`src/rtl/mdio_peripheral.sv`:
```
// PHY-side MDIO slave: decodes 32-bit controller frames (no preamble) into
// single-cycle register-file strobes and serialises read data back on mdio_in.
module mdio_peripheral #(
  parameter logic [4:0] PHY_ADDR = 5'h1F
) (
  input  logic        clk,
  input  logic        reset,
  input  logic        mdc,
  input  logic        mdio_out,
  input  logic        mdio_oe,
  input  logic [15:0] reg_rd_data,
  output logic        mdio_in,
  output logic        mdio_in_oe,
  output logic [4:0]  reg_addr,
  output logic [15:0] wr_data,
  output logic        wr_stb,
  output logic        rd_stb
);

  typedef enum logic [2:0] {IDLE, HEADER, WDATA, RTA, RDATA, SKIP} state_t;

  state_t      state_q, state_d;
  logic        mdc_q;
  logic [4:0]  bit_cnt_q, bit_cnt_d;
  logic [15:0] sh_q, sh_d;
  logic [4:0]  regad_q, regad_d;
  logic [15:0] rd_sh_q, rd_sh_d;
  logic        rd_cap_q;
  logic [4:0]  reg_addr_d;
  logic [15:0] wr_data_d;
  logic        wr_stb_d, rd_stb_d, mdio_in_d, mdio_in_oe_d;

  logic        rise, fall;
  logic [15:0] sh_next;
  logic [4:0]  cnt_inc;

  assign rise    = mdc & ~mdc_q;
  assign fall    = ~mdc & mdc_q;
  assign sh_next = {sh_q[14:0], mdio_out};
  assign cnt_inc = bit_cnt_q + 5'd1;

  always_comb begin
    state_d      = state_q;
    bit_cnt_d    = bit_cnt_q;
    sh_d         = sh_q;
    regad_d      = regad_q;
    rd_sh_d      = rd_sh_q;
    reg_addr_d   = reg_addr;
    wr_data_d    = wr_data;
    wr_stb_d     = 1'b0;
    rd_stb_d     = 1'b0;
    mdio_in_d    = mdio_in;
    mdio_in_oe_d = mdio_in_oe;

    // Register file answers the clk after rd_stb; grab it then.
    if (rd_cap_q) rd_sh_d = reg_rd_data;

    case (state_q)
      IDLE: begin
        if (rise && mdio_oe) begin
          sh_d      = sh_next;
          bit_cnt_d = 5'd1;
          state_d   = HEADER;
        end
      end
      HEADER: begin
        if (rise) begin
          if (!mdio_oe) begin
            state_d   = IDLE;
            bit_cnt_d = 5'd0;
          end else begin
            sh_d      = sh_next;
            bit_cnt_d = cnt_inc;
            if (bit_cnt_q == 5'd1 && sh_next[1:0] != 2'b01) begin
              state_d = SKIP;
            end else if (bit_cnt_q == 5'd13) begin
              // sh_next[13:0] = {ST, OP, PHYAD, REGAD}
              regad_d = sh_next[4:0];
              if (sh_next[9:5] != PHY_ADDR) begin
                state_d = SKIP;
              end else if (sh_next[11:10] == 2'b01) begin
                state_d = WDATA;
              end else if (sh_next[11:10] == 2'b10) begin
                reg_addr_d = sh_next[4:0];
                rd_stb_d   = 1'b1;
                state_d    = RTA;
              end else begin
                state_d = SKIP;
              end
            end
          end
        end
      end
      WDATA: begin
        if (rise) begin
          if (!mdio_oe) begin
            state_d   = IDLE;
            bit_cnt_d = 5'd0;
          end else if (bit_cnt_q == 5'd31) begin
            sh_d       = sh_next;
            reg_addr_d = regad_q;
            wr_data_d  = sh_next;
            wr_stb_d   = 1'b1;
            state_d    = IDLE;
            bit_cnt_d  = 5'd0;
          end else begin
            sh_d      = sh_next;
            bit_cnt_d = cnt_inc;
          end
        end
      end
      RTA: begin
        if (rise) begin
          bit_cnt_d = cnt_inc;
        end else if (fall && bit_cnt_q == 5'd15) begin
          mdio_in_oe_d = 1'b1;
          mdio_in_d    = 1'b0;
          state_d      = RDATA;
        end
      end
      RDATA: begin
        // bit_cnt already points one past the last rise, wrapping to 0 after rise 31.
        if (rise) begin
          bit_cnt_d = cnt_inc;
        end else if (fall) begin
          if (bit_cnt_q == 5'd0) begin
            mdio_in_oe_d = 1'b0;
            mdio_in_d    = 1'b0;
            state_d      = IDLE;
          end else if (bit_cnt_q >= 5'd16) begin
            mdio_in_d = rd_sh_q[15];
            rd_sh_d   = {rd_sh_q[14:0], 1'b0};
          end
        end
      end
      SKIP: begin
        if (rise) begin
          if (!mdio_oe || bit_cnt_q == 5'd31) begin
            state_d   = IDLE;
            bit_cnt_d = 5'd0;
          end else begin
            bit_cnt_d = cnt_inc;
          end
        end
      end
      default: begin
        state_d   = IDLE;
        bit_cnt_d = 5'd0;
      end
    endcase
  end

  always_ff @(posedge clk or negedge reset) begin
    if (!reset) begin
      state_q    <= IDLE;
      mdc_q      <= 1'b0;
      bit_cnt_q  <= 5'd0;
      sh_q       <= 16'd0;
      regad_q    <= 5'd0;
      rd_sh_q    <= 16'd0;
      rd_cap_q   <= 1'b0;
      reg_addr   <= 5'd0;
      wr_data    <= 16'd0;
      wr_stb     <= 1'b0;
      rd_stb     <= 1'b0;
      mdio_in    <= 1'b0;
      mdio_in_oe <= 1'b0;
    end else begin
      state_q    <= state_d;
      mdc_q      <= mdc;
      bit_cnt_q  <= bit_cnt_d;
      sh_q       <= sh_d;
      regad_q    <= regad_d;
      rd_sh_q    <= rd_sh_d;
      rd_cap_q   <= rd_stb;
      reg_addr   <= reg_addr_d;
      wr_data    <= wr_data_d;
      wr_stb     <= wr_stb_d;
      rd_stb     <= rd_stb_d;
      mdio_in    <= mdio_in_d;
      mdio_in_oe <= mdio_in_oe_d;
    end
  end

endmodule

```
`config.mk`:
```
export PLATFORM = sky130hd
export DESIGN_NAME = mdio_peripheral
export DESIGN_NICKNAME = d
export VERILOG_FILES = /design/src/rtl/mdio_peripheral.sv
export SDC_FILE = /design/constraint.sdc
export NUM_CORES = 1
export LEC_CHECK = 0
export ABC_AREA = 1
export BUFFER_PORTS_ARGS = -buffer_cell sky130_fd_sc_hd__buf_4
export CAP_MARGIN = 10
export CORE_AREA = 2 2 87 89
export CTS_BUF_LIST = sky130_fd_sc_hd__clkbuf_8
export DETAILED_ROUTE_END_ITERATION = 8
export DIE_AREA = 0 0 89 91
export PLACE_DENSITY_LB_ADDON = 0.25
export SETUP_SLACK_MARGIN = 0.02
export SYNTH_ARGS = -nofsm -noshare
export SYNTH_HDL_FRONTEND = slang
export SYNTH_SLANG_ARGS = --single-unit
```
`constraint.sdc`:
```
create_clock -name clk -period 2.2 [get_ports clk]
set_clock_uncertainty 0.15 [all_clocks]
set_input_delay 0.33 -clock clk [delete_from_list [all_inputs] [get_ports clk]]
set_output_delay 0.33 -clock clk [all_outputs]
set_load 0.01 [all_outputs]
```
==> run metrics, run 1 <==
maximum fanout along the worst path 5; Synth Net Count 468; CP Launch Type flip-flop; CP most frequent cell nand2_1; drc violations 0; commonest cells after routing, fill and taps aside 142 x nand2_1, 71 x dfrtp_1, 47 x buf_4; CTS clk-pin slew, worst paths 80 ps; total CTS buffers 9; dpl cells 572; asr flop ratio synth 1.00; Core Area just over 0.007 sq mm; Synthesis Warnings 0; reg2reg setup slack about 260 ps; crit path DAT 2070 ps; TritonCTS clock tree yes; largest net degree at the start of global routing 40; Simple-Gate Fraction of Synth Area 0.269; Crit. path cell count 11; H-tree lvl count 3; maxcap violations 0; synthesized flop and latch total 71; Final setup violation count 0; routed len/inst 12.1 um; drt via density around 4.9; WL final 7140 um; area grow syn2layout 18.2%; clk sinks 71; CP Capture Point state_q[1]; most common cell after layout, fill and taps aside nand2_1; minimum clock period after layout 1940 ps; area share of the largest cell type after synthesis 0.511; Starting Density 0.487; starting DRC count in detailed routing roughly 100; DIE WIDTH 89 um; filler-free cell count of the finished design 590; largest family of logic cells by synthesized area simple AND/OR/NAND/NOR gates; Slew headroom 0.702; Slew @ Worst Pin 446 ps; Post-DRT Antenna Nets 0; status complete, no violations; max incr delay on CP roughly 420 ps; Critical Path RT 2330 ps; total track usage 0.194; post-CTS resize count 0; antenna violations before repair 0; setup bufs post-CTS 0; gr ovfl total 0; root buf cell clkbuf_8; EDFF count, synth 0; Synth Area in Compound Gates 0.116; Most used DFF post-synth dfrtp_1; cells after synthesis 439; FMAX 0.515 GHz; synth top area cells dfrtp_1 51%, nand2_1 15%, o21ai_0 4.9%, o21ai_1 4.7%, inv_1 4.6%; ant diodes 0; R2R cell count 11; vias in the first global route 2754; leakage power 2.08 nW; Slew Limit Fails 0; die extent in y 91 um; final instance area 0.00411 sq mm; clock buffer depth 2; RR Startpoint bit_cnt_q[0]; post-DP HPWL 5240 um; IO buf count 45; Synth Area in XOR/XNOR 0; synthesized cell area 0.00348 sq mm; hold_ws 62.6 ps; critical path launch point bit_cnt_q[0]; critical path class reg2reg; Post-CTS Hold Buffers 2; Hold WC Path Type in2reg; fin crit share 0.882; std cell rows 31; placed cell area 0.00391 sq mm; final hold vios 0; first-pass GRT wire length 12400 um; nets@finish 515; via count 2885; Worst path slowest cell dfrtp_1; worst-path cell chain ha_1 -> nand2_1 -> nor2_1 -> ha_1 -> nor2_1 -> nand2_1 -> nand2_1 -> nor2_1 -> nand3_1 -> nand2_1 -> nand2_1; Pwr Density between 900 and 1000 mW/mm^2; adder-cell share of the synthesized area 0.0288; post-synthesis mux area share 0; sequential share of the synthesized area 0.511; critical path's top delay family simple AND/OR/NAND/NOR gates; VDD IR-drop max ~0.00047 V; Worst setup EP type flip-flop; Worst-Skew Late Latency 350 ps; library cells used by synthesis 22; I/O pin cnt 46; RSZ-0062 raised after global routing no; share of post-route cells with drive strength above 1 0.173; first-pass detailed-route iteration total 4; FF-to-FF End state_q[1]; Buf/Inv on CP 0; GPL Wtd Cong 0.896; cell taking the most area after synthesis dfrtp_1; Die Area 0.00810 sq mm; setup TNS 0 ps; Avg Synthesized Cell Area 7.92 sq um
==> synth_stat cells, types with 4 or more instances <==
| cell | count |
|---|---|
| a31oi_1 | 7 |
| buf_2 | 7 |
| clkbuf_1 | 6 |
| dfrtp_1 | 71 |
| ha_1 | 8 |
| inv_1 | 43 |
| inv_2 | 6 |
| nand2_1 | 142 |
| nand2_2 | 5 |
| nand3_1 | 21 |
| nand4_1 | 6 |
| nor2_1 | 31 |
| nor2_4 | 4 |
| o21ai_0 | 34 |
| o21ai_1 | 33 |
==> registers in the layout, summed over array words and instances, names as in the netlist <==
signal and cells:
regad_q 5, sh_q 15, rd_cap_q 1, rd_sh_q 16, reg_addr 5, rd_stb 1, mdio_in_oe 1, wr_stb 1
mdio_in 1, bit_cnt_q 5, wr_data 16, mdc_q 1, state_q 3
==> metrics by stage <==
stage / power [W] / setup slack [ps] / utilization
CTS: 0.00390 / 254 / 0.576
global placement: 0.00294 / 333 / 0.548
floorplan: 0.00258 / 465 / -
detailed placement: 0.00296 / 269 / 0.548
finish: 0.00385 / 260 / 0.576
global route: 0.00415 / 53.0 / 0.576
==> metal layers <==
metal  share of wire  global-route usage  wire length, um  vias up
met2            0.45               0.310             3230       54
met5               0                   0                0        -
met3           0.039              0.0418              281       16
met4           0.022              0.0734              157        0
li1                -                   -                -     1497
met1            0.49               0.256             3470     1318
==> cell type report <==
type | count | area [sq um]
inverter | 49 | 184
fill | 719 | 3030
clock inverter | 6 | 37.5
timing repair buffer | 51 | 413
tap | 99 | 124
sequential | 71 | 1780
multi-input combinational | 304 | 1440
clock buffer | 10 | 138
==> worst min-delay path: stages <==
cell and delay, ps:
buf_4 90, nand2_1 40, o21ai_0 60
==> worst min path at each step <==
| stage | from | to | slack, ps | cells after the start |
|---|---|---|---|---|
| CTS | mdio_out | sh_q[0] | 50 | 3 |
| global route | reg_rd_data[1] | rd_sh_q[1] | 100 | 3 |
| floorplan | reset | bit_cnt_q[0] | -120 | 0 |
| detailed placement | reset | rd_sh_q[1] | 160 | 1 |
| global placement | reset | rd_sh_q[1] | 160 | 1 |
| finish | mdio_out | sh_q[0] | 60 | 3 |
==> kinds of logic (layout without fill, tap and decap cells) <==
family | Yosys count | after routing
flip-flops | 71 | 71
AND/OR/NAND/NOR | 218 | 218
adder cells (fa/ha/maj) | 8 | 8
AO/OA/AOI/OAI | 78 | 78
buffers and inverters | 64 | 116
==> where the power goes <==
group	total, W	internal, W	leakage (nW)	switching, W
clock	0.000913	0.000433	0.0895	0.000480
sequential	0.00175	0.00155	0.882	0.000193
combinational	0.00119	0.000434	1.11	0.000752
(Power assumes the default switching activity.)
==> inputs of run 2 (changes only) <==
--- a/config.mk
+++ b/config.mk
@@ -14,3 +14,3 @@
 export DIE_AREA = 0 0 89 91
-export PLACE_DENSITY_LB_ADDON = 0.25
+export PLACE_DENSITY = 0.71
 export SETUP_SLACK_MARGIN = 0.02
--- a/constraint.sdc
+++ b/constraint.sdc
@@ -4,2 +4,2 @@
 set_output_delay 0.33 -clock clk [all_outputs]
-set_load 0.01 [all_outputs]
+set_load 0.02 [all_outputs]
==> run 2 against run 1 <==
Compared with the run above: die area is the same; clock power is 5.3% higher; combinational power is 4% higher; first-iteration DRC count grew 23%; total power rose by 2.7%; largest cell class unchanged.
==> run metrics, run 2 (same netlist as run 1, synthesis figures left out) <==
Slew @ Worst Pin ~440 ps; minimum clock period after layout between 1500 and 2000 ps; worst hold path startpoint mdio_out; drt via density 4.85; TritonCTS clock tree yes; Finished Core Util 0.577; WL final 7260 um; RR Startpoint bit_cnt_q[0]; ant diodes 0; maxcap violations 0; R2R cell count 12; first-pass GRT wire length 12400 um; total CTS buffers 9; first-pass detailed-route iteration total 4; Core Area roughly 0.007 sq mm; root buf cell clkbuf_8; setup TNS 0 ps; largest net degree at the start of global routing 43; Hold WC Path Type in2reg; hold_ws 60.7 ps; crit path DAT 2090 ps; clk sinks 71; H-tree lvl count 3; CP Launch Type flip-flop; std cell rows 31; placed cell area 0.00391 sq mm; via count 2859; worst-path cell chain ha_1 -> nand2_1 -> nor2_1 -> ha_1 -> nand3_1 -> nand2_1 -> nand2_1 -> inv_1 -> nand3_1 -> nor2_1 -> nand2_1 -> nand2_1; registers with the most flip-flops rd_sh_q x16, wr_data x16, sh_q x15; reg2reg setup slack about 240 ps; Pwr Density 959 mW/mm^2; routed len/inst 12.3 um; vias in the first global route 2760; fin crit share 0.893; I/O pin cnt 46; nets@finish slightly above 500; Post-DRT Antenna Nets 0; post-CTS resize count 0; CTS clk-pin slew, worst paths 80 ps; status complete, no violations; leakage power 2.08 nW; starting DRC count in detailed routing 128; Critical Path RT around 2300 ps; clock buffer depth 2; IO buf count 45; final hold vios 0; GPL Wtd Cong 0.941; CP most frequent cell nand2_1; Worst setup EP type flip-flop; FF-to-FF End state_q[1]; antenna violations before repair 0; max incr delay on CP just over 400 ps; final instance area 0.00412 sq mm; Slew headroom 0.704; setup bufs post-CTS 0; commonest cells after routing, fill and taps aside 142 x nand2_1, 71 x dfrtp_1, 47 x buf_4; most common cell after layout, fill and taps aside nand2_1; Die Area 0.00810 sq mm; gr ovfl total 0; fillers 687; critical path's top delay family simple AND/OR/NAND/NOR gates; total track usage 0.195; die extent in y roughly 91 um; Slew Limit Fails 0; post-DP HPWL 5260 um; share of post-route cells with drive strength above 1 0.175; area grow syn2layout 18.4%; FMAX 0.509 GHz; VDD IR-drop max 0.000562 V; Post-CTS Hold Buffers 2; Worst-Skew Late Latency 350 ps; Starting Density 0.487; Final setup violation count 0; maximum fanout along the worst path 5; Buf/Inv on CP 1; Hold Path End sh_q[0]; drc violations 0; Pwr Total 0.00395 W; Hold Crit Depth 3; RSZ-0062 raised after global routing no; Worst path slowest cell dfrtp_1; DIE WIDTH 89 um; critical path class reg2reg
-- run 2: changes by cell type in the layout (fill, tap and decap cells not counted), sizes merged --
cell      before  now
inv           50   49
clkbuf        10   11
clkinvlp       2    3
clkinv         3    2
-- run 2: report_power, final --
part | internal, W | switching, W | total, W | leakage [nW]
Combinational | 0.000436 | 0.000807 | 0.00124 | 1.11
Clock | 0.000466 | 0.000495 | 0.000961 | 0.0873
Sequential | 0.00155 | 0.000192 | 0.00175 | 0.882
Total | 0.00246 | 0.00149 | 0.00395 | 2.08
-- run 2: cell type report --
| class | instances | area (sq um) | area share |
|---|---|---|---|
| timing repair buffer | 51 | 413 | 0.100 |
| sequential | 71 | 1780 | 0.431 |
| clock inverter | 5 | 32.5 | 0.00790 |
| multi-input combinational | 304 | 1440 | 0.349 |
| inverter | 49 | 184 | 0.0447 |
| clock buffer | 11 | 151 | 0.0368 |
| tap | 99 | 124 | 0.0301 |
-- run 2: how the worst max path moves through the flow --
| stage | slack (ps) | startpoint | cells after the start | to |
|---|---|---|---|---|
| finish | 240 | bit_cnt_q[0] | 12 | state_q[1] |
| global route | 80 | bit_cnt_q[0] | 12 | state_q[2] |
| CTS | 260 | bit_cnt_q[0] | 9 | reg_addr[2] |
| detailed placement | 280 | bit_cnt_q[0] | 12 | state_q[1] |
| global placement | 320 | bit_cnt_q[0] | 12 | state_q[1] |
| floorplan | 470 | bit_cnt_q[0] | 11 | bit_cnt_q[4] |
-- run 2: worst min-delay path: stages --
cell and delay, ps:
buf_4 90, nand2_1 40, o21ai_0 50
-- run 2: metal layers --
| layer | routed length (um) | track usage | vias up |
|---|---|---|---|
| met5 | 0 | 0 | - |
| met2 | 3350 | 0.320 | 54 |
| met4 | 76 | 0.0597 | 0 |
| met3 | 318 | 0.0473 | 6 |
| met1 | 3510 | 0.254 | 1298 |
| li1 | - | - | 1501 |
-- run 2: through the flow --
step           setup slack (ps)  cells
4_1_cts                     257    590
5_1_grt                    84.6    590
6_report                    236    590
2_1_floorplan               465    439
3_5_place_dp                283    572
3_3_place_gp                321    572
==> inputs of run 3 (changes only) <==
- CORE_AREA: 2 2 87 89 -> 10 10 95 97
- DIE_AREA: 0 0 89 91 -> 0 0 105 107
- GPL_ROUTABILITY_DRIVEN: not set -> 0
- REMOVE_ABC_BUFFERS: not set -> 1
==> run 3 against run 2 <==
Compared with the run above: hold slack better by 20 ps; register-to-register slack improved by 20 ps; sequential power about the same; critical path depth down 1; worst setup slack better by 22 ps; critical path type unchanged; core utilization up 0.23 points; largest cell class unchanged.
==> run metrics, run 3 (same netlist as run 1, synthesis figures left out) <==
Slew @ Worst Pin 430 ps; Buf/Inv on CP 0; I/O pin cnt 46; nets@finish 516; maximum fanout along the worst path 5; via count 2875; TritonCTS clock tree yes; Slew Limit Fails 0; most common cell after layout, fill and taps aside nand2_1; minimum clock period after layout 1940 ps; fin crit share 0.883; Final setup violation count 0; CP Launch Type flip-flop; starting DRC count in detailed routing 109; std cell rows 31; M3 GR Usage 0.0341; Core Area 0.00714 sq mm; IO buf count between 40 and 50; root buf cell clkbuf_8; Slew headroom 0.713; Worst setup EP type flip-flop; status complete, no violations; first-pass detailed-route iteration total 4; filler-free cell count of the finished design 591; leakage power around 2.1 nW; grt peak-use layer met2; RSZ-0062 raised after global routing no; maxcap violations 0; total track usage 0.139; clk sinks slightly above 70; post-CTS resize count 0; Finished Core Util 0.579; CP most frequent cell nand2_1; Die Area 0.0112 sq mm; Final WS setup 258 ps; Hold WC Path Type in2reg; routed len/inst approximately 13 um; critical path's top delay family simple AND/OR/NAND/NOR gates; Critical Path RT 2280 ps; gr ovfl total 0; area grow syn2layout 18.9%; post-DP HPWL 5540 um; Post-CTS Hold Buffers 2; total CTS buffers 9; antenna violations before repair 0; clock buffer depth 2; drt via density 4.86; DIE WIDTH 105 um; worst-path cell chain ha_1 -> nand2_1 -> nor2_1 -> ha_1 -> nor2_1 -> nand2_1 -> nand2_1 -> nor2_1 -> nand3_1 -> nand2_1 -> nand2_1; drc violations 0; setup TNS 0 ps; critical path class reg2reg; GR Layer Usage met2 0.224; setup bufs post-CTS 0; Worst path slowest cell dfrtp_1; first-pass GRT wire length 13000 um; Worst-Skew Late Latency 340 ps; vias in the first global route 2833; reg2reg setup slack 260 ps; largest net degree at the start of global routing 33; VDD IR-drop max ~0.00053 V; worst slack, placed 281 ps; CTS clk-pin slew, worst paths 70 ps; Starting Density 0.487; WL final 7420 um; Post-DRT Antenna Nets 0; final hold vios 0; commonest cells after routing, fill and taps aside 142 x nand2_1, 71 x dfrtp_1, 49 x buf_4; dpl cells ~570; M1 GR Usage 0.176; H-tree lvl count 3; registers with the most flip-flops rd_sh_q x16, wr_data x16, sh_q x15; die extent in y 107 um; max incr delay on CP ~430 ps; hold_ws 80.6 ps; FMAX a little over 0.5 GHz; crit path DAT 2020 ps; share of post-route cells with drive strength above 1 0.177; ant diodes 0; Pwr Density 980 mW/mm^2
## run 3: cell types whose count changed in the layout (fill, tap and decap cells not counted)
cell / change
bufinv_16: +1
buf_12: -1
clkbuf_8: -1
clkinv_2: -1
clkinvlp_4: -1
clkinv_4: +1
inv_6: +1
buf_4: +2
## run 3: worst register-to-register path, stage by stage, from the launching register on
cell and delay (ps):
dfrtp_1 430, ha_1 190, nand2_1 70, nor2_1 160
ha_1 250, nor2_1 110, nand2_1 100, nand2_1 50
nor2_1 80, nand3_1 120, nand2_1 100, nand2_1 50
## run 3: area by class of cell
type,instances,area [sq um]
multi-input cells,304,1440
inverters,49,184
clock inverters,6,67.6
repair buffers,52,408
well taps,99,124
flip-flops and latches,71,1780
fillers,685,3000
clock buffers,10,138
## run 3: stage by stage
stage	total power (W)	cell area, sq um
after floorplan	0.00260	3400
after global placement	0.00298	3910
after detailed placement	0.00301	3910
after CTS	0.00408	4130
after global routing	0.00436	4130
final	0.00405	4130
## run 3: report_power, final
group	leakage, nW	switching, W	total (W)	internal, W
Sequential	0.882	0.000189	0.00174	0.00155
Combinational	1.11	0.000814	0.00125	0.000438
Clock	0.0989	0.000500	0.00106	0.000558
## run 3: metal layers
layer	vias to the layer above	part of all wire
met1	1307	0.48
met3	11	0.038
li1	1493	-
met5	-	0
met2	64	0.46
met4	0	0.015
## run 3: final timing paths
kind / startpoint / end / cells past startpoint
max: bit_cnt_q[0] / state_q[0] / 11
min: mdio_out / sh_q[0] / 3
max reg2reg: bit_cnt_q[0] / state_q[0] / 11
min reg2reg: rd_stb / rd_cap_q / 0
max in group asynchronous: reset / bit_cnt_q[2] / 3
min in group asynchronous: reset / rd_sh_q[13] / 2
